[src/rtl/fetch_ctrl_pkg.sv]
// Shared types and constants for the instruction fetch controller.
package fetch_ctrl_pkg;

    localparam int InstAddrBus = 32;
    localparam int FetchDataW  = 64;

    localparam logic RstEnable  = 1'b1;
    localparam logic ChipEnable = 1'b1;
    localparam logic NoStop     = 1'b0;
    localparam logic Branch     = 1'b1;

    typedef enum logic [1:0] {
        IDLE = 2'd0,
        BUSY = 2'd1,
        DROP = 2'd2,
        HOLD = 2'd3
    } fetch_state_e;

endpackage

[src/rtl/fetch_timeout_cnt.sv]
// Clearable saturating cycle counter; flags expiry at TIMEOUT-1.
module fetch_timeout_cnt
    import fetch_ctrl_pkg::*;
#(
    parameter int TIMEOUT = 64,
    parameter int CNT_W   = 8
) (
    input  logic             clk,
    input  logic             rst,
    input  logic             clr_i,
    input  logic             en_i,
    output logic [CNT_W-1:0] cnt_o,
    output logic             expired_o
);

    logic [CNT_W-1:0] cnt_q;
    logic [CNT_W-1:0] cnt_d;

    always_comb begin
        cnt_d = cnt_q;
        if (clr_i) begin
            cnt_d = '0;
        end else if (en_i && (cnt_q != '1)) begin
            cnt_d = cnt_q + 1'b1;
        end
    end

    always_ff @(posedge clk) begin
        if (rst == RstEnable) begin
            cnt_q <= '0;
        end else begin
            cnt_q <= cnt_d;
        end
    end

    assign cnt_o     = cnt_q;
    assign expired_o = (cnt_q == CNT_W'(TIMEOUT - 1));

endmodule

[src/rtl/fetch_ctrl.sv]
// Fetch sequencer: one 64-bit request per PC, waits for ack, drops
// in-flight fetches on flush/redirect and abandons them on timeout.
module fetch_ctrl
    import fetch_ctrl_pkg::*;
#(
    parameter int TIMEOUT = 64,
    parameter int CNT_W   = 8
) (
    input  logic                   clk,
    input  logic                   rst,
    input  logic [InstAddrBus-1:0] pc_i,
    input  logic                   ce_i,
    input  logic [5:0]             stall_i,
    input  logic                   flush_i,
    input  logic                   branch_flag_i,
    output logic                   ibus_req_o,
    output logic [InstAddrBus-1:0] ibus_addr_o,
    input  logic                   ibus_ack_i,
    input  logic [FetchDataW-1:0]  ibus_rdata_i,
    output logic [FetchDataW-1:0]  inst_o,
    output logic [InstAddrBus-1:0] inst_addr_o,
    output logic                   inst_valid_o,
    output logic                   stallreq_o,
    output logic                   ibus_err_o,
    output logic                   align_err_o
);

    fetch_state_e           state_q, state_d;
    logic                   req_q, req_d;
    logic [InstAddrBus-1:0] addr_q, addr_d;
    logic [FetchDataW-1:0]  inst_q, inst_d;
    logic [InstAddrBus-1:0] iaddr_q, iaddr_d;
    logic                   valid_q, valid_d;
    logic                   err_q, err_d;
    logic                   aerr_q, aerr_d;

    logic             expired;
    logic [CNT_W-1:0] cnt;
    logic             dec_stall;
    logic             redirect;
    logic             unused_sig;

    assign dec_stall  = (stall_i[1] != NoStop);
    assign redirect   = flush_i || (branch_flag_i == Branch);
    assign unused_sig = ^{stall_i[5:2], stall_i[0], cnt};

    fetch_timeout_cnt #(
        .TIMEOUT (TIMEOUT),
        .CNT_W   (CNT_W)
    ) u_cnt (
        .clk       (clk),
        .rst       (rst),
        .clr_i     (state_q == IDLE),
        .en_i      ((state_q == BUSY) || (state_q == DROP)),
        .cnt_o     (cnt),
        .expired_o (expired)
    );

    always_comb begin
        state_d    = state_q;
        req_d      = req_q;
        addr_d     = addr_q;
        inst_d     = inst_q;
        iaddr_d    = iaddr_q;
        valid_d    = 1'b0;
        err_d      = 1'b0;
        aerr_d     = 1'b0;
        stallreq_o = 1'b0;
        unique case (state_q)
            IDLE: begin
                if ((ce_i == ChipEnable) && !redirect) begin
                    if (pc_i[2:0] == 3'b000) begin
                        state_d = BUSY;
                        req_d   = 1'b1;
                        addr_d  = pc_i;
                    end else begin
                        aerr_d = 1'b1;
                    end
                end
            end
            BUSY: begin
                stallreq_o = !ibus_ack_i;
                if (!ibus_ack_i && expired) begin
                    state_d = IDLE;
                    req_d   = 1'b0;
                    err_d   = 1'b1;
                end else if (redirect) begin
                    // The bus cannot cancel; without ack we must drain it.
                    if (ibus_ack_i) begin
                        state_d = IDLE;
                        req_d   = 1'b0;
                    end else begin
                        state_d = DROP;
                    end
                end else if (ibus_ack_i) begin
                    req_d   = 1'b0;
                    inst_d  = ibus_rdata_i;
                    iaddr_d = addr_q;
                    valid_d = 1'b1;
                    state_d = dec_stall ? HOLD : IDLE;
                end
            end
            DROP: begin
                stallreq_o = 1'b1;
                if (ibus_ack_i) begin
                    state_d = IDLE;
                    req_d   = 1'b0;
                end else if (expired) begin
                    state_d = IDLE;
                    req_d   = 1'b0;
                    err_d   = 1'b1;
                end
            end
            HOLD: begin
                valid_d = dec_stall && !flush_i;
                if (flush_i || !dec_stall) begin
                    state_d = IDLE;
                end
            end
            default: state_d = IDLE;
        endcase
    end

    always_ff @(posedge clk) begin
        if (rst == RstEnable) begin
            state_q <= IDLE;
            req_q   <= 1'b0;
            addr_q  <= '0;
            inst_q  <= '0;
            iaddr_q <= '0;
            valid_q <= 1'b0;
            err_q   <= 1'b0;
            aerr_q  <= 1'b0;
        end else begin
            state_q <= state_d;
            req_q   <= req_d;
            addr_q  <= addr_d;
            inst_q  <= inst_d;
            iaddr_q <= iaddr_d;
            valid_q <= valid_d;
            err_q   <= err_d;
            aerr_q  <= aerr_d;
        end
    end

    assign ibus_req_o   = req_q;
    assign ibus_addr_o  = addr_q;
    assign inst_o       = inst_q;
    assign inst_addr_o  = iaddr_q;
    assign inst_valid_o = valid_q;
    assign ibus_err_o   = err_q;
    assign align_err_o  = aerr_q;

endmodule

[config.mk]
export PLATFORM = sky130hd
export DESIGN_NAME = fetch_ctrl
export DESIGN_NICKNAME = d
export VERILOG_FILES = /design/src/rtl/fetch_ctrl_pkg.sv /design/src/rtl/fetch_timeout_cnt.sv /design/src/rtl/fetch_ctrl.sv
export SDC_FILE = /design/constraint.sdc
export NUM_CORES = 1
export LEC_CHECK = 0
export CELL_PAD_IN_SITES_DETAIL_PLACEMENT = 1
export CELL_PAD_IN_SITES_GLOBAL_PLACEMENT = 1
export CORE_UTILIZATION = 28
export DETAILED_ROUTE_END_ITERATION = 16
export MAX_ROUTING_LAYER = met4
export PLACE_DENSITY = 0.82
export SETUP_SLACK_MARGIN = 0.1
export SLEW_MARGIN = 20
export SYNTH_ARGS = -nofsm -noshare
export SYNTH_HDL_FRONTEND = slang
export SYNTH_SLANG_ARGS = --single-unit
[constraint.sdc]
create_clock -name clk -period 2.4 [get_ports clk]
set_input_delay 0.48 -clock clk [delete_from_list [all_inputs] [get_ports clk]]
set_output_delay 0.48 -clock clk [all_outputs]
set_load 0.01 [all_outputs]
==> metrics.yaml, run 1 <==
drt_iter0_markers: 156
wl_per_cell_um: 15.28
rows: 48
rsz0062_at_grt: "no"
grt.met2_usage: 0.3136
place_congestion: 0.7733
dpl_cell_area_um2: 7770
grt_max_degree: 84
overflow: 0
criticalPathCategory: "reg -> reg"
post_cts_buffers: 0
async_flop_share: 0
grt_antenna_before_repair: 0
peakVddDrop_uv: 466.7
r2r_start: "u_cnt.cnt_o[4]"
final_max_slew_viol_count: 0
final.period_utilization: 0.9154
met3_usage: 0.04778
final_cells: 1101
grt_pass1_vias: 5212
ant_nets: 0
cp.required_ns: 2.74
synth_cell_types: 37
root_buffer: "clkbuf_16"
p_per_area_nw_per_um2: 698.2
slew_headroom: 0.7200
grtUsageTotal: 0.1836
dp_cells: 1071
status: "finished, final reports clean"
first_pass_iters: 4
p_leak_uw: 0.002813
grt_pass1_wl_mm: 25.67
crit_path_end_kind: "register"
num_antenna_cells: 0
synth.ff_latch_count: 142
routed_wl_mm: 16.82
syn_area_um2: 5086
synth_ff_type: "dfxtp_1"
fin_crit_ns: 2.197
rr_worst_depth: 5
io-pin-count: 241
clock.fmax_mhz: 455.2
yosys_warnings: 0
drive_above_1_share: 0.06507
path_clk_slew_ns: 0.06
cts_sinks: 142
syn_area_per_cell_um2: 7.985
finalSetupViolCount: 0
h-tree-depth: 4
hold_path_depth: 2
min_from: "rst"
crit_path_max_fanout: 5
port_buffers: 235
nets: 979
cts-buffers-inserted: 17
dieArea_um2: 18710
core_um2: 17540
clock_latency_ns: 0.42
die_w_um: 136.8
drc: 0
clock_path_buffers: 2
die_height_um: 136.8
hold_violations: 0
ys_seq_area_frac: 0.5589
cap_violations: 0
crit_path_start_kind: "register"
worst_slew_pin_slew_ns: 0.4200
dpl.hpwl_mm: 11.51
finalPower_uw: 5860
synth-edff-count: 0
hold_path_class: "in -> reg"
met1_usage: 0.2024
cts_tree: "yes"
setup_tns_ns: 0
via_per_inst: 4.663
hold_end: "inst_valid_o"
r2r_setup_slack_ns: 0.20
vias: 5134
grt-busiest-layer: "met2"
fin_skew_ns: 0.007094
ctsResizeCount: 3
synth_nets: 751
holdBufCountCts: 0
syn-instance-count: 637
critical_path_arrival_ns: 2.54
regToRegEndpoint: "state_q[1]"
final_cell_area_um2: 8392
hold_ws_ns: 0.4162
initial_core_util: 0.2900
syn_to_final_growth_pct: 64.99
## worst max-delay path, stage by stage, from the launching register on
cell	delay (ns)
dfxtp_1	0.41
nand4_4	0.15
or4b_4	0.57
a32o_1	0.32
or4_1	0.52
a21oi_1	0.15
## worst max path at each step
| stage | start | endpoint | slack, ns |
|---|---|---|---|
| final | u_cnt.cnt_o[4] | state_q[1] | 0.20 |
| after global placement | pc_i[1] | state_q[1] | 0.02 |
| after floorplan | u_cnt.cnt_o[0] | state_q[1] | 0.27 |
| after detailed placement | pc_i[1] | state_q[1] | 0.01 |
| after CTS | u_cnt.cnt_o[3] | state_q[1] | 0.14 |
| after global routing | u_cnt.cnt_o[4] | state_q[1] | 0.11 |
## report_power, final
part	internal (µW)	leakage [µW]	switching (µW)
registers	2410	0.00115	31.9
clock network	1750	0.000295	1000
logic	348	0.00137	315
total	4510	0.00281	1350
## cell families after synthesis
group | Yosys count | share of synthesized area
buffers and inverters | 48 | 0.03542
multiplexers | 1 | 0.001968
adder cells (fa/ha/maj) | 6 | 0.01476
AO/OA/AOI/OAI | 141 | 0.1461
XOR/XNOR | 5 | 0.008610
flip-flops | 142 | 0.5589
AND/OR/NAND/NOR | 294 | 0.2342
## routing by layer
metal  vias to the layer above  part of all wire
met4                         0             0.014
met2                       146              0.50
met5                         -                 0
met3                        19             0.064
li1                       2538                 -
met1                      2431              0.43
## sequential cells by signal (all words and copies together) (netlist names)
name and cells:
inst_o 64, inst_addr_o 32, align_err_o 1, state_q 2
u_cnt.cnt_o 8, ibus_req_o 1, inst_valid_o 1, ibus_err_o 1
ibus_addr_o 32
## synth_stat cells (all sizes together), types with 2 or more instances
cell type / count / area [µm²]
a21oi: 129 / 645.6
and3: 2 / 12.51
buf: 3 / 11.26
clkbuf: 40 / 150.1
dfxtp: 142 / 2843
ha: 6 / 75.07
inv: 5 / 18.77
nand2: 251 / 942.2
nand3: 4 / 20.02
nand4: 6 / 43.79
nor2: 16 / 60.06
nor3: 3 / 15.01
nor3b: 3 / 22.52
or4: 2 / 15.01
or4b: 2 / 23.77
xor2: 4 / 35.03
## area by class of cell
cell class	instances	area, µm²
fill	2046	9145
sequential	142	2846
timing repair buffer	252	2539
multi-input combinational	447	2096
clock buffer	19	442.9
tap	225	281.5
clock inverter	11	167.7
inverter	5	18.77
## per-stage QoR
| step | util | worst slack [ns] |
|---|---|---|
| finish | 0.4785 | 0.2029 |
| global route | 0.4785 | 0.1100 |
| CTS | 0.4780 | 0.1433 |
| detailed placement | 0.4431 | 0.009888 |
| global placement | 0.4431 | 0.02185 |
| floorplan | - | 0.2711 |
## cells in the final DEF (no fill, tap or decap), drive strengths merged, types with 3 or more instances in the layout
cell           netlist  layout
inv                  5       5
nor3b                3       3
clkdlybuf4s50        0     233
nand2              251     251
dfxtp              142     142
nor3                 3       3
ha                   6       6
clkinv               0       5
nand4                6       6
xor2                 4       4
clkbuf              40      19
buf                  3      18
nor2                16      16
nand3                4       4
bufinv               0       4
a21oi              129     129
Power figures use the tool's default switching activity.
==> run 2, diff against run 1 <==
ABC_AREA = 1   (was unset)
CORE_UTILIZATION = 29   (was 28)
PLACE_DENSITY = 0.83   (was 0.82)
clock period = 2.31 ns   (was 2.4 ns; I/O delays follow)
==> run 2 against run 1 <==
Compared with the run above: via count rose by 2.4%; sequential share of layout area down 0.79 points; critical path depth stayed put; synthesized cell count increased by 8.3%.
==> metrics.yaml, run 2 <==
grtUsageTotal: 0.1805
dp_cells: 1129
io-pin-count: 241
synth_xor_area_frac: 0.003293
dpl.hpwl_mm: 11.78
synthTopCellsByArea: "dfxtp_1, o21ai_0, a21oi_1, inv_1, nor2_1"
h-tree-depth: 4
synth.ff_latch_count: 142
setup_tns_ns: 0
cts_sinks: 142
synth_cell_types: 20
synth_ff_type: "dfxtp_1"
clock.fmax_mhz: 476.1
die_w_um: 137.4
via_per_inst: 4.526
syn_area_per_cell_um2: 7.708
criticalPathCategory: "reg -> out"
num_antenna_cells: 0
final_max_slew_viol_count: 0
post_cts_buffers: 0
peakVddDrop_uv: 479.0
first_pass_iters: 5
place_congestion: 0.7990
crit_path_end_kind: "output port"
fin_skew_ns: 0.008777
multiInputGateArea_um2: 1867
final_common_cell: "clkdlybuf4s50_1"
largest_register_ffs: 64
port_buffers: 235
drt_iter0_markers: 245
yosysMostFrequentCell: "dfxtp_1"
slew_headroom: 0.6015
grt_antenna_before_repair: 0
fin_crit_ns: 2.101
core_um2: 17960
final_cell_mix: "clkdlybuf4s50_1, dfxtp_1, o21ai_0"
synthAdderAreaFrac: 0.01411
dieArea_um2: 18890
async_flop_share: 0
wl_per_cell_um: 14.50
synth-edff-count: 0
ant_nets: 0
grt_max_degree: 81
die_height_um: 137.4
ys_seq_area_frac: 0.5345
synthSimpleGateAreaFrac: 0.1077
path_clk_slew_ns: 0.06
cts-buffers-inserted: 17
p_per_area_nw_per_um2: 652.2
grt_pass1_wl_mm: 25.50
hold_violations: 0
vias: 5255
rsz0062_at_grt: "no"
synth_nets: 804
initial_core_util: 0.2961
synth_compound_area_frac: 0.2221
seq_area_um2: 2845
syn_to_final_growth_pct: 61.44
grt_pass1_vias: 5181
drc: 0
finalSetupViolCount: 0
final.period_utilization: 0.9094
critical_path_arrival_ns: 1.64
clock_latency_ns: 0.41
cp.required_ns: 1.85
synth_top_family_by_area: "compound AO/OA/AOI/OAI gates"
overflow: 0
rows: 49
synth_top_cells_by_count: "dfxtp_1, o21ai_0, inv_1, a21oi_1, nor2_1"
syn-instance-count: 690
yosysTopAreaCell: "dfxtp_1"
p_leak_uw: 0.003176
final_cells: 1161
crit_path_max_fanout: 4
routed_wl_mm: 16.84
worst_slew_pin_slew_ns: 0.5969
root_buffer: "clkbuf_16"
syn_area_um2: 5319
clock_path_buffers: 2
synth.area.mux_share: 0
drive_above_1_share: 0.06009
crit_path_start_kind: "register"
cts_tree: "yes"
netlist.area_leader.share: 0.5345
nets: 1033
cap_violations: 0
fillCellCount: 2169
yosys_warnings: 0
status: "finished, final reports clean"
hold_path_class: "reg -> reg"
-- run 2: area by class of cell --
cell class | instances | area share
inverters | 120 | 0.05260
clock buffers | 20 | 0.05318
well taps | 229 | 0.03337
flip-flops and latches | 142 | 0.3313
multi-input cells | 387 | 0.2174
repair buffers | 251 | 0.2965
clock inverters | 12 | 0.01559
-- run 2: critical path, stage by stage, from the launching register on --
cell and delay (ns):
dfxtp_2 0.38, inv_1 0.10, ha_1 0.31, inv_1 0.11, nor2_1 0.05, dlygate4sd2_1 0.28
-- run 2: cells by family (layout without fill, tap and decap cells) --
kind of cell,Yosys count,in the layout
xor gates and xnor gates,2,2
and+or+nand+nor,143,143
adders and majority gates,6,6
DFF,142,142
buffers and inverters,161,403
AOI/OAI and AO/OA,236,236
-- run 2: metal layers --
layer | share of wire | vias to the layer above | wire length, µm | global-route usage
met1 | 0.44 | 2426 | 7423 | 0.1999
met2 | 0.47 | 165 | 7855 | 0.3035
li1 | - | 2646 | - | -
met4 | 0.016 | 0 | 264 | 0.06899
met5 | 0 | - | 0 | -
met3 | 0.077 | 18 | 1294 | 0.05408
-- run 2: repair_timing --
item | in CTS | in global routing
setup endpoints to repair | 1 | 0
resized for setup | 5 | 0
hold buffers | 0 | 0
-- run 2: path summary, 6_finish.rpt --
path	from	endpoint	slack [ns]	cells past startpoint
setup / recovery	state_q[0]	stallreq_o	0.21	5
hold / removal	inst_o[20]	inst_o[20]	0.44	2
setup reg to reg	state_q[0]	ibus_addr_o[5]	0.67	7
hold reg to reg	inst_o[20]	inst_o[20]	0.44	2
-- run 2: metrics by stage --
stage / hold WS, ns / area [µm²] / worst slack [ns] / total power [µW] / utilization
3_5_place_dp: 0.4344 / 7983 / 0.06258 / 2931 / 0.4444
5_1_grt: 0.4600 / 8587 / 0.1320 / 5828 / 0.4780
3_3_place_gp: 0.4285 / 7983 / 0.07665 / 2921 / 0.4444
4_1_cts: 0.4442 / 8587 / 0.2005 / 5681 / 0.4780
2_1_floorplan: 0.4475 / 5319 / 0.8686 / 2664 / -
6_report: 0.4411 / 8587 / 0.2094 / 5601 / 0.4780
-- run 2: power by group --
part / internal [µW] / leakage [µW] / switching, µW
sequential: 2470 / 0.00115 / 14.3
combinational: 236 / 0.00174 / 158
clock: 1660 / 0.000287 / 1060
